<file path="src/rtl/cpu4_pkg.sv">
// Shared definitions for the 4-bit CPU: opcodes, widths and the loader state type.
package cpu4_pkg;

    localparam int ADDR_W  = 4;
    localparam int NIB_W   = 4;
    localparam int INSTR_W = 2 * NIB_W;
    localparam int DEPTH   = 2 ** ADDR_W;

    localparam logic [3:0] OP_NOP  = 4'h0;
    localparam logic [3:0] OP_ADD  = 4'h1;
    localparam logic [3:0] OP_SUB  = 4'h2;
    localparam logic [3:0] OP_OUT  = 4'h3;
    localparam logic [3:0] OP_IN   = 4'h4;
    localparam logic [3:0] OP_LOAD = 4'h5;

    // Loader progress: waiting for hi nibble, waiting for lo nibble, program complete.
    typedef enum logic [1:0] {
        LOAD_HI = 2'd0,
        LOAD_LO = 2'd1,
        RUN     = 2'd2
    } load_state_t;

    // Builds an instruction word {opcode, operand}.
    function automatic logic [INSTR_W-1:0] pack_instr(input logic [3:0] opcode,
                                                      input logic [3:0] operand);
        return {opcode, operand};
    endfunction

endpackage

</file>
<file path="src/rtl/prog_mem_array.sv">
// Flop-based program store: synchronous write, synchronous clear of every word,
// and a registered read port that holds its value when not enabled.
module prog_mem_array #(
    parameter int ADDR_W = 4,
    parameter int DATA_W = 8
) (
    input  logic              clk,
    input  logic              clr,
    input  logic              wr_en,
    input  logic [ADDR_W-1:0] wr_addr,
    input  logic [DATA_W-1:0] wr_data,
    input  logic              rd_en,
    input  logic [ADDR_W-1:0] rd_addr,
    output logic [DATA_W-1:0] rd_data
);

    localparam int DEPTH = 2 ** ADDR_W;

    logic [DATA_W-1:0] words [DEPTH];
    logic [DATA_W-1:0] rd_data_reg;

    genvar gi;
    generate
        for (gi = 0; gi < DEPTH; gi++) begin : g_word
            logic [DATA_W-1:0] word_reg;

            // One storage word: clear has priority so a write in a reset cycle is dropped.
            always_ff @(posedge clk) begin
                if (clr) begin
                    word_reg <= '0;
                end else if (wr_en && (wr_addr == ADDR_W'(gi))) begin
                    word_reg <= wr_data;
                end
            end

            assign words[gi] = word_reg;
        end
    endgenerate

    // Registered read port; holds the last read word when no read is requested.
    always_ff @(posedge clk) begin
        if (clr) begin
            rd_data_reg <= '0;
        end else if (rd_en) begin
            rd_data_reg <= words[rd_addr];
        end
    end

    assign rd_data = rd_data_reg;

endmodule

</file>
<file path="src/rtl/program_memory_loader.sv">
// Program store with nibble loader: fills 16 words hi-nibble-first before run time,
// then serves CPU instruction fetches with a fixed one-cycle latency.
module program_memory_loader
    import cpu4_pkg::*;
#(
    parameter int ADDR_W = cpu4_pkg::ADDR_W,
    parameter int NIB_W  = cpu4_pkg::NIB_W
) (
    input  logic                 clk1,
    input  logic                 MainClear,
    input  logic [NIB_W-1:0]     prg_nib,
    input  logic                 prg_valid,
    input  logic                 prg_last,
    output logic                 prg_ready,
    output logic                 loaded,
    output logic [ADDR_W-1:0]    wr_ptr,
    input  logic                 fetch_req,
    input  logic [ADDR_W-1:0]    fetch_addr,
    output logic                 fetch_ack,
    output logic                 fetch_err,
    output logic [2*NIB_W-1:0]   instr
);

    localparam int IW = 2 * NIB_W;

    load_state_t       state_reg, state_next;
    logic [NIB_W-1:0]  hold_reg, hold_next;
    logic [ADDR_W-1:0] wr_ptr_reg, wr_ptr_next;
    logic              loaded_reg, prg_ready_reg;
    logic              fetch_ack_reg, fetch_err_reg;
    logic              beat;
    logic              mem_we;
    logic [IW-1:0]     mem_wdata;
    logic              mem_rd_en;

    // Loader state register.
    always_ff @(posedge clk1) begin
        if (MainClear) begin
            state_reg <= LOAD_HI;
        end else begin
            state_reg <= state_next;
        end
    end

    // Loader next-state, hold capture and memory write decode.
    always_comb begin
        state_next  = state_reg;
        hold_next   = hold_reg;
        wr_ptr_next = wr_ptr_reg;
        mem_we      = 1'b0;
        mem_wdata   = {hold_reg, prg_nib};
        beat        = prg_valid && prg_ready_reg;
        case (state_reg)
            LOAD_HI: begin
                if (beat) begin
                    hold_next  = prg_nib;
                    state_next = LOAD_LO;
                end
            end
            LOAD_LO: begin
                if (beat) begin
                    mem_we      = 1'b1;
                    wr_ptr_next = wr_ptr_reg + ADDR_W'(1);
                    // Last word of a full store also ends loading; the pointer wraps to 0.
                    if (prg_last || (wr_ptr_reg == {ADDR_W{1'b1}})) begin
                        state_next = RUN;
                    end else begin
                        state_next = LOAD_HI;
                    end
                end
            end
            RUN: begin
                state_next = RUN;
            end
            default: begin
                state_next = LOAD_HI;
            end
        endcase
    end

    // Loader datapath and registered status/fetch handshake outputs.
    always_ff @(posedge clk1) begin
        if (MainClear) begin
            hold_reg      <= '0;
            wr_ptr_reg    <= '0;
            loaded_reg    <= 1'b0;
            prg_ready_reg <= 1'b1;
            fetch_ack_reg <= 1'b0;
            fetch_err_reg <= 1'b0;
        end else begin
            hold_reg      <= hold_next;
            wr_ptr_reg    <= wr_ptr_next;
            loaded_reg    <= (state_next == RUN);
            prg_ready_reg <= (state_next != RUN);
            fetch_ack_reg <= fetch_req && loaded_reg;
            fetch_err_reg <= fetch_req && !loaded_reg;
        end
    end

    // Reads only happen once loaded, so the final write never collides with a fetch.
    assign mem_rd_en = fetch_req && loaded_reg;

    prog_mem_array #(
        .ADDR_W (ADDR_W),
        .DATA_W (IW)
    ) u_mem (
        .clk     (clk1),
        .clr     (MainClear),
        .wr_en   (mem_we),
        .wr_addr (wr_ptr_reg),
        .wr_data (mem_wdata),
        .rd_en   (mem_rd_en),
        .rd_addr (fetch_addr),
        .rd_data (instr)
    );

    assign prg_ready = prg_ready_reg;
    assign loaded    = loaded_reg;
    assign wr_ptr    = wr_ptr_reg;
    assign fetch_ack = fetch_ack_reg;
    assign fetch_err = fetch_err_reg;

endmodule

</file>
<file path="config.mk">
export PLATFORM = sky130hd
export DESIGN_NAME = program_memory_loader
export DESIGN_NICKNAME = d
export VERILOG_FILES = /design/src/rtl/cpu4_pkg.sv /design/src/rtl/prog_mem_array.sv /design/src/rtl/program_memory_loader.sv
export SDC_FILE = /design/constraint.sdc
export NUM_CORES = 1
export LEC_CHECK = 0
export CELL_PAD_IN_SITES_DETAIL_PLACEMENT = 0
export CELL_PAD_IN_SITES_GLOBAL_PLACEMENT = 1
export CORE_MARGIN = 8
export CORE_UTILIZATION = 52
export DETAILED_ROUTE_END_ITERATION = 6
export HOLD_SLACK_MARGIN = 0.15
export PLACE_DENSITY_LB_ADDON = 0.3
export SLEW_MARGIN = 0
export SYNTH_ARGS = -nofsm -noshare
export SYNTH_HDL_FRONTEND = slang
export SYNTH_SLANG_ARGS = --single-unit
</file>
<file path="constraint.sdc">
create_clock -name clk1 -period 2.66 [get_ports clk1]
set_input_delay 0.266 -clock clk1 [delete_from_list [all_inputs] [get_ports clk1]]
set_output_delay 0.266 -clock clk1 [all_outputs]
set_load 0.05 [all_outputs]
</file>
==> flow_summary.rst, run 1 <==
.. list-table::
   :header-rows: 1

   * - Metric
     - Value
   * - Post-Layout Cell Count
     - 776
   * - Critical Path Max Stage Delay
     - 0.90 ns
   * - Via density per instance
     - 5.54
   * - Number of nets with antenna violations after routing
     - 0
   * - DIE HEIGHT
     - 128 um
   * - Met3 Usage GRT
     - 4.83%
   * - Hold-fix buffers, CTS
     - 0
   * - Die Footprint
     - 16500 um^2
   * - Synthesized netlist cell count
     - 585
   * - Cell with the largest stage delay on the worst path
     - clkdlybuf4s50_1
   * - Fin worst setup slack
     - 0.462 ns
   * - Max-slew violation total from the final report
     - 0
   * - Worst-case clock skew
     - 0.00953 ns
   * - Delay-heaviest family, CP
     - buffers and inverters
   * - Number of violations of the max-capacitance limit
     - 0
   * - Most instantiated library cell after synthesis
     - dfxtp_1
   * - Area growth, synth to finish
     - 13.5%
   * - Transition time of the tightest slew-check pin
     - 0.743 ns
   * - Count of flip-flops with a built-in enable after synthesis
     - 0
   * - Width of the die
     - 128 um
   * - Source-to-sink clock delay at the later pin of the worst-skew pair
     - 0.42 ns
   * - Clock Tree Root
     - clkbuf_16
   * - Hold violation total from the final report
     - 0
   * - Number of antenna cells inserted
     - 0
   * - Number of cells upsized or downsized after cts
     - 0
   * - Count of TritonRoute iterations in the first routing pass
     - 4
   * - Clock tree buffer depth
     - 2
   * - Cells along the critical path
     - clkdlybuf4s50_1
   * - Power per unit of standard cell area
     - 653 nW/um^2
   * - Global-route wire length before repair
     - 23.3 mm
   * - Crit path launch type
     - flop
   * - Synth async-reset ratio
     - 0%
   * - Via count
     - 4298
   * - TritonCTS clock tree
     - built
   * - Hold Crit Class
     - in2reg
   * - Number of flip-flops in the largest register
     - 128
   * - Sequential-to-total area share from yosys stat
     - 45.8%
   * - Post-layout power
     - 4.86 mW
   * - Total CTS buffers
     - 17
   * - Cell variety after synth
     - 37
   * - Result of the run
     - finished clean
   * - Portion of the clock cycle consumed by the worst path in the final layout
     - 82.6%
   * - Top cells by instance count after synthesis
     - dfxtp_1, mux2i_1, nor2_1, clkbuf_1, mux4_2
   * - Fin area
     - 7440 um^2
   * - Met2 GRT Util
     - 30.3%
   * - Data arrival time of the critical path
     - 1.93 ns
   * - Worst setup path category
     - reg2out
   * - Final setup violation count
     - 0
   * - Worst slack at placement
     - 0.494 ns
   * - Share of the synthesized area in the top cell type
     - 45.8%
   * - Most instantiated flip-flop cell in the synthesis netlist
     - dfxtp_1
   * - #FFs+latches synth
     - 150
   * - Static leakage
     - 3.72 nW
   * - Final net count
     - 608
   * - Routability congestion estimate
     - 0.744
   * - Category of the worst setup path capture point
     - output pin
   * - Number of global-route vias before repair
     - 4358
   * - Mapped cell area
     - 6560 um^2
   * - Maximum vdd drop
     - 0.427 mV
   * - Maximum fanout along the worst path
     - 10
   * - Number of clock sinks seen by CTS
     - 150
   * - Floorplan Core Area
     - 12500 um^2
   * - RSZ-0062 raised after global routing
     - false
   * - Level count of the clock H-tree
     - 4
   * - Slew margin rel.
     - 50.3%
   * - Total global routing overflow
     - 0
   * - Number of cells after detailed placement
     - 744
   * - Largest net degree at the start of global routing
     - 103
   * - Drt drc
     - 0
   * - Io pins
     - 29
   * - Total nets after synthesis
     - 602
   * - Post-DR wirelength/cell
     - 18.5 um
   * - Total global routing track utilization
     - 18.6%
   * - CP Buf/Inv Count
     - 1
   * - WP data required
     - 2.39 ns
   * - Quantity of I/O buffers inserted on ports
     - 28
   * - Largest cells by area after synthesis
     - dfxtp_1, mux2i_1, nor2_1, mux4_1, mux4_2
   * - Post-route minimum period
     - 2.20 ns
   * - Initial antenna violation count
     - 0
   * - Share of post-route cells with drive strength above 1
     - 13.9%
   * - Top cell type by total area after synthesis
     - dfxtp_1
   * - Number of setup buffers added after CTS
     - 0
   * - Achievable frequency
     - 0.455 GHz
   * - Average size of a mapped cell
     - 11.2 um^2
   * - Starting Density
     - 52.6%
   * - Clock Pin Slew Worst Setup and Hold Paths
     - 0.06 ns
   * - Count of standard-cell rows
     - 41
   * - Setup TNS
     - 0 ns
   * - Total wire length
     - 14.4 mm
   * - Placed inst area
     - 6870 um^2
   * - Global routing's busiest layer
     - met2
   * - GRT met1 Usage
     - 22.6%
   * - Fill cell total of the finished layout
     - 1051
   * - Yosys synthesis warning count
     - 0
   * - Starting DRC count in detailed routing
     - 319
   * - Detailed placement HPWL
     - 9.48 mm
[final timing paths]
check	start	to	slack [ns]	cells after the start
setup / recovery	wr_ptr[2]	wr_ptr[2]	0.46	1
hold / removal	MainClear	u_mem.g_word[2].word_reg[6]	0.28	2
setup reg to reg	wr_ptr[2]	u_mem.g_word[6].word_reg[6]	0.68	4
hold reg to reg	state_reg[1]	state_reg[0]	0.46	1
[layout make-up]
type	count	area [um^2]	area share, %
sequential	150	3000	40.3
clock buffer	19	443	5.95
clock inverter	13	133	1.78
tap	172	215	2.89
timing repair buffer	38	355	4.77
multi-input combinational	381	3280	44.1
inverter	3	11.3	0.151
[power by group]
part           internal [mW]  total, mW  switching [mW]
clock network           1.40       2.31           0.918
registers               2.26       2.30          0.0367
logic                 0.0926      0.246           0.154
total                   3.75       4.86            1.11
[metal layers]
layer / part of all wire [%] / vias to the layer above
met1: 45 / 2123
met2: 48 / 89
met5: 0 / -
met3: 4.6 / 20
met4: 1.8 / 0
li1: - / 2066
[logic make-up (layout without fill, tap and decap cells)]
| logic type | after synthesis | in the layout | share of synthesized area [%] |
|---|---|---|---|
| buffers and inverters | 54 | 73 | 4.12 |
| xor gates and xnor gates | 4 | 4 | 0.534 |
| and+or+nand+nor | 170 | 170 | 12.3 |
| AOI/OAI and AO/OA | 22 | 22 | 2.16 |
| adders and majority gates | 4 | 4 | 0.763 |
| DFF | 150 | 150 | 45.8 |
| muxes | 181 | 181 | 34.4 |
[cell usage in the layout, fill, tap and decap left out, drive strengths merged, types with 2 or more instances in the layout]
master / instances
o21ai: 7
mux2i: 142
nor3: 2
nand3: 13
mux2: 9
clkbuf: 19
dfxtp: 150
nor2: 138
clkdlybuf4s50: 25
a21oi: 5
nor2b: 5
buf: 13
clkinvlp: 4
xor2: 3
mux4: 30
a22oi: 7
ha: 4
inv: 3
nand2: 2
nand4: 5
bufinv: 2
clkinv: 7
[through the flow]
stage / hold slack (ns) / util [%]
5_1_grt: 0.279 / 59.7
3_5_place_dp: 0.460 / 55.1
3_3_place_gp: 0.447 / 55.1
2_1_floorplan: 0.432 / -
4_1_cts: 0.257 / 59.7
6_report: 0.279 / 59.7
No activity file was read; power rests on OpenSTA's default activity.
==> run 2, diff against run 1 <==
CORE_UTILIZATION = 44   (was 52)
clock period = 1.8 ns   (was 2.66 ns; I/O delays follow)
==> flow_summary.rst, run 2 (synthesis results as in run 1) <==
.. list-table::
   :header-rows: 1

   * - Metric
     - Value
   * - Number of cells after detailed placement
     - 779 (was 744)
   * - Post-DR wirelength/cell
     - 18.8 um (was 18.5 um)
   * - Worst Hold Endpoint
     - fetch_err (was u_mem.g_word[2].word_reg[6])
   * - Slew margin rel.
     - 57.5% (was 50.3%)
   * - Maximum fanout along the worst path
     - 2 (was 10)
   * - Number of violations of the max-capacitance limit
     - 0 (unchanged)
   * - Post-Layout Cell Count
     - 811 (was 776)
   * - Total wire length
     - 15.2 mm (was 14.4 mm)
   * - Maximum vdd drop
     - 0.759 mV (was 0.427 mV)
   * - Final net count
     - 632 (was 608)
   * - Max-slew violation total from the final report
     - 0 (unchanged)
   * - Largest net degree at the start of global routing
     - 135 (was 103)
   * - Crit path launch type
     - flop (unchanged)
   * - R2R cell count
     - 5 (was 4)
   * - Number of global-route vias before repair
     - 4395 (was 4358)
   * - Delay-heaviest family, CP
     - buffers and inverters (unchanged)
   * - Floorplan Core Area
     - 14500 um^2 (was 12500 um^2)
   * - Count of TritonRoute iterations in the first routing pass
     - 5 (was 4)
   * - Leading cell types in the layout, fill and taps excluded
     - dfxtp_1, mux2i_1, nor2_1 (unchanged)
   * - Reg2reg start
     - state_reg[0] (was wr_ptr[2])
   * - Number of clock sinks seen by CTS
     - 150 (unchanged)
   * - Fin Hold WS
     - 0.420 ns (was 0.279 ns)
   * - Number of nets with antenna violations after routing
     - 0 (unchanged)
   * - Clock tree buffer depth
     - 2 (unchanged)
   * - Cells along the critical path
     - clkdlybuf4s50_1 (unchanged)
   * - Starting Density
     - 45.1% (was 52.6%)
   * - Initial antenna violation count
     - 0 (unchanged)
   * - Source-to-sink clock delay at the later pin of the worst-skew pair
     - 0.42 ns (about the same)
   * - Starting DRC count in detailed routing
     - 247 (was 319)
   * - Total CTS buffers
     - 17 (unchanged)
   * - Final setup violation count
     - 0 (unchanged)
   * - Post-layout power
     - 7.31 mW (was 4.86 mW)
   * - Achievable frequency
     - 0.572 GHz
   * - Number of antenna cells inserted
     - 0 (unchanged)
   * - Data arrival time of the critical path
     - 1.57 ns (was 1.93 ns)
   * - Worst reg2reg path endpoint
     - u_mem.g_word[7].word_reg[2] (was u_mem.g_word[6].word_reg[6])
   * - Die Footprint
     - 19100 um^2 (was 16500 um^2)
   * - Static leakage
     - 4.01 nW (was 3.72 nW)
   * - Share of post-route cells with drive strength above 1
     - 17.4% (was 13.9%)
   * - Hold path start
     - fetch_req (was MainClear)
   * - Routability congestion estimate
     - 0.748 (was 0.744)
   * - CP Buf/Inv Count
     - 1 (unchanged)
   * - TritonCTS clock tree
     - built (unchanged)
   * - Width of the die
     - 138 um (was 128 um)
   * - Number of setup buffers added after CTS
     - 0 (unchanged)
   * - Final core utilization
     - 54.0% (was 59.7%)
   * - Cell with the largest stage delay on the worst path
     - clkdlybuf4s50_1 (unchanged)
   * - Via count
     - 4423 (was 4298)
   * - Worst setup path category
     - reg2out (unchanged)
   * - Via density per instance
     - 5.45 (was 5.54)
   * - Hold violation total from the final report
     - 0 (unchanged)
   * - Quantity of I/O buffers inserted on ports
     - 28 (unchanged)
   * - Area growth, synth to finish
     - 19.7% (was 13.5%)
   * - Flop-to-flop setup slack
     - 0.20 ns (was 0.68 ns)
   * - Transition time of the tightest slew-check pin
     - 0.637 ns (was 0.743 ns)
   * - Clock Pin Slew Worst Setup and Hold Paths
     - 0.05 ns (was 0.06 ns)
   * - Number of flip-flops in the largest register
     - 128 (unchanged)
   * - Worst-case clock skew
     - 0.00647 ns (was 0.00953 ns)
   * - Level count of the clock H-tree
     - 4 (unchanged)
   * - Io pins
     - 29 (unchanged)
   * - Placed inst area
     - 7250 um^2 (was 6870 um^2)
   * - Leading cell type in the layout, fill and taps excluded
     - dfxtp_1 (unchanged)
   * - Portion of the clock cycle consumed by the worst path in the final layout
     - 97.1%
   * - Fin area
     - 7850 um^2 (was 7440 um^2)
   * - Result of the run
     - finished clean (unchanged)
   * - Post-route minimum period
     - 1.75 ns
   * - Global-route wire length before repair
     - 24.5 mm (was 23.3 mm)
   * - Clock Tree Root
     - clkbuf_16 (unchanged)
   * - Detailed placement HPWL
     - 9.85 mm (was 9.48 mm)
   * - Count of standard-cell rows
     - 44 (was 41)
   * - DIE HEIGHT
     - 138 um (was 128 um)
   * - Total global routing overflow
     - 0 (unchanged)
   * - Power per unit of standard cell area
     - 932 nW/um^2 (was 653 nW/um^2)
   * - Critical Path Max Stage Delay
     - 0.81 ns (was 0.90 ns)
   * - Category of the worst setup path capture point
     - output pin (unchanged)
   * - Total global routing track utilization
     - 16.1% (was 18.6%)
   * - Worst hold path cell count
     - 2 (unchanged)
   * - Drt drc
     - 0 (unchanged)
   * - WP data required
     - 1.62 ns (was 2.39 ns)
   * - Hold Crit Class
     - in2reg (unchanged)
   * - RSZ-0062 raised after global routing
     - false (unchanged)
==> run 2: metrics by stage <==
| step | TNS (ns) | setup WS, ns |
|---|---|---|
| 3_3_place_gp | -1.17 | -0.150 |
| 4_1_cts | 0 | 0.00123 |
| 6_report | 0 | 0.0515 |
| 2_1_floorplan | 0 | 0.0609 |
| 3_5_place_dp | -2.06 | -0.0975 |
| 5_1_grt | 0 | 0.00730 |
==> run 2: metal layers <==
metal	vias up	global-route usage (%)	share of wire, %
li1	2119	-	-
met2	75	26.8	50
met3	10	4.93	3.7
met1	2219	19.8	46
met5	-	0	0
met4	0	4.23	0.72
==> run 2: where the power goes <==
group	internal (mW)	leakage [nW]	switching [mW]
combinational	0.174	2.52	0.240
sequential	3.35	1.21	0.0527
clock	2.20	0.276	1.30
==> run 2: timing repair <==
item,in CTS,in global routing
resized for setup,4,3
hold buffers,1,0
endpoints found under the hold margin,6,0
pin swaps,0,0
gates cloned,0,0
setup endpoints to repair,4,3
==> run 2: area by class of cell <==
class | count | area, um^2
repair buffers | 62 | 733
inverters | 3 | 11.3
well taps | 184 | 230
flip-flops and latches | 150 | 3010
clock inverters | 9 | 128
multi-input cells | 381 | 3280
fillers | 1251 | 6690
clock buffers | 22 | 454
==> run 2: worst max path at each step <==
stage,startpoint,to,cells after the start
final,u_mem.rd_data[0],instr[0],1
after global routing,u_mem.rd_data[0],instr[0],1
after CTS,u_mem.rd_data[3],instr[3],1
after detailed placement,fetch_addr[3],u_mem.rd_data[4],5
after global placement,fetch_addr[3],u_mem.rd_data[4],5
after floorplan,wr_ptr[0],u_mem.g_word[12].word_reg[0],5
==> run 3, diff against run 2 <==
CAP_MARGIN = 20   (was unset)
==> results of run 3 <==
The final DEF is identical to that of run 2; final timing and power are the same.
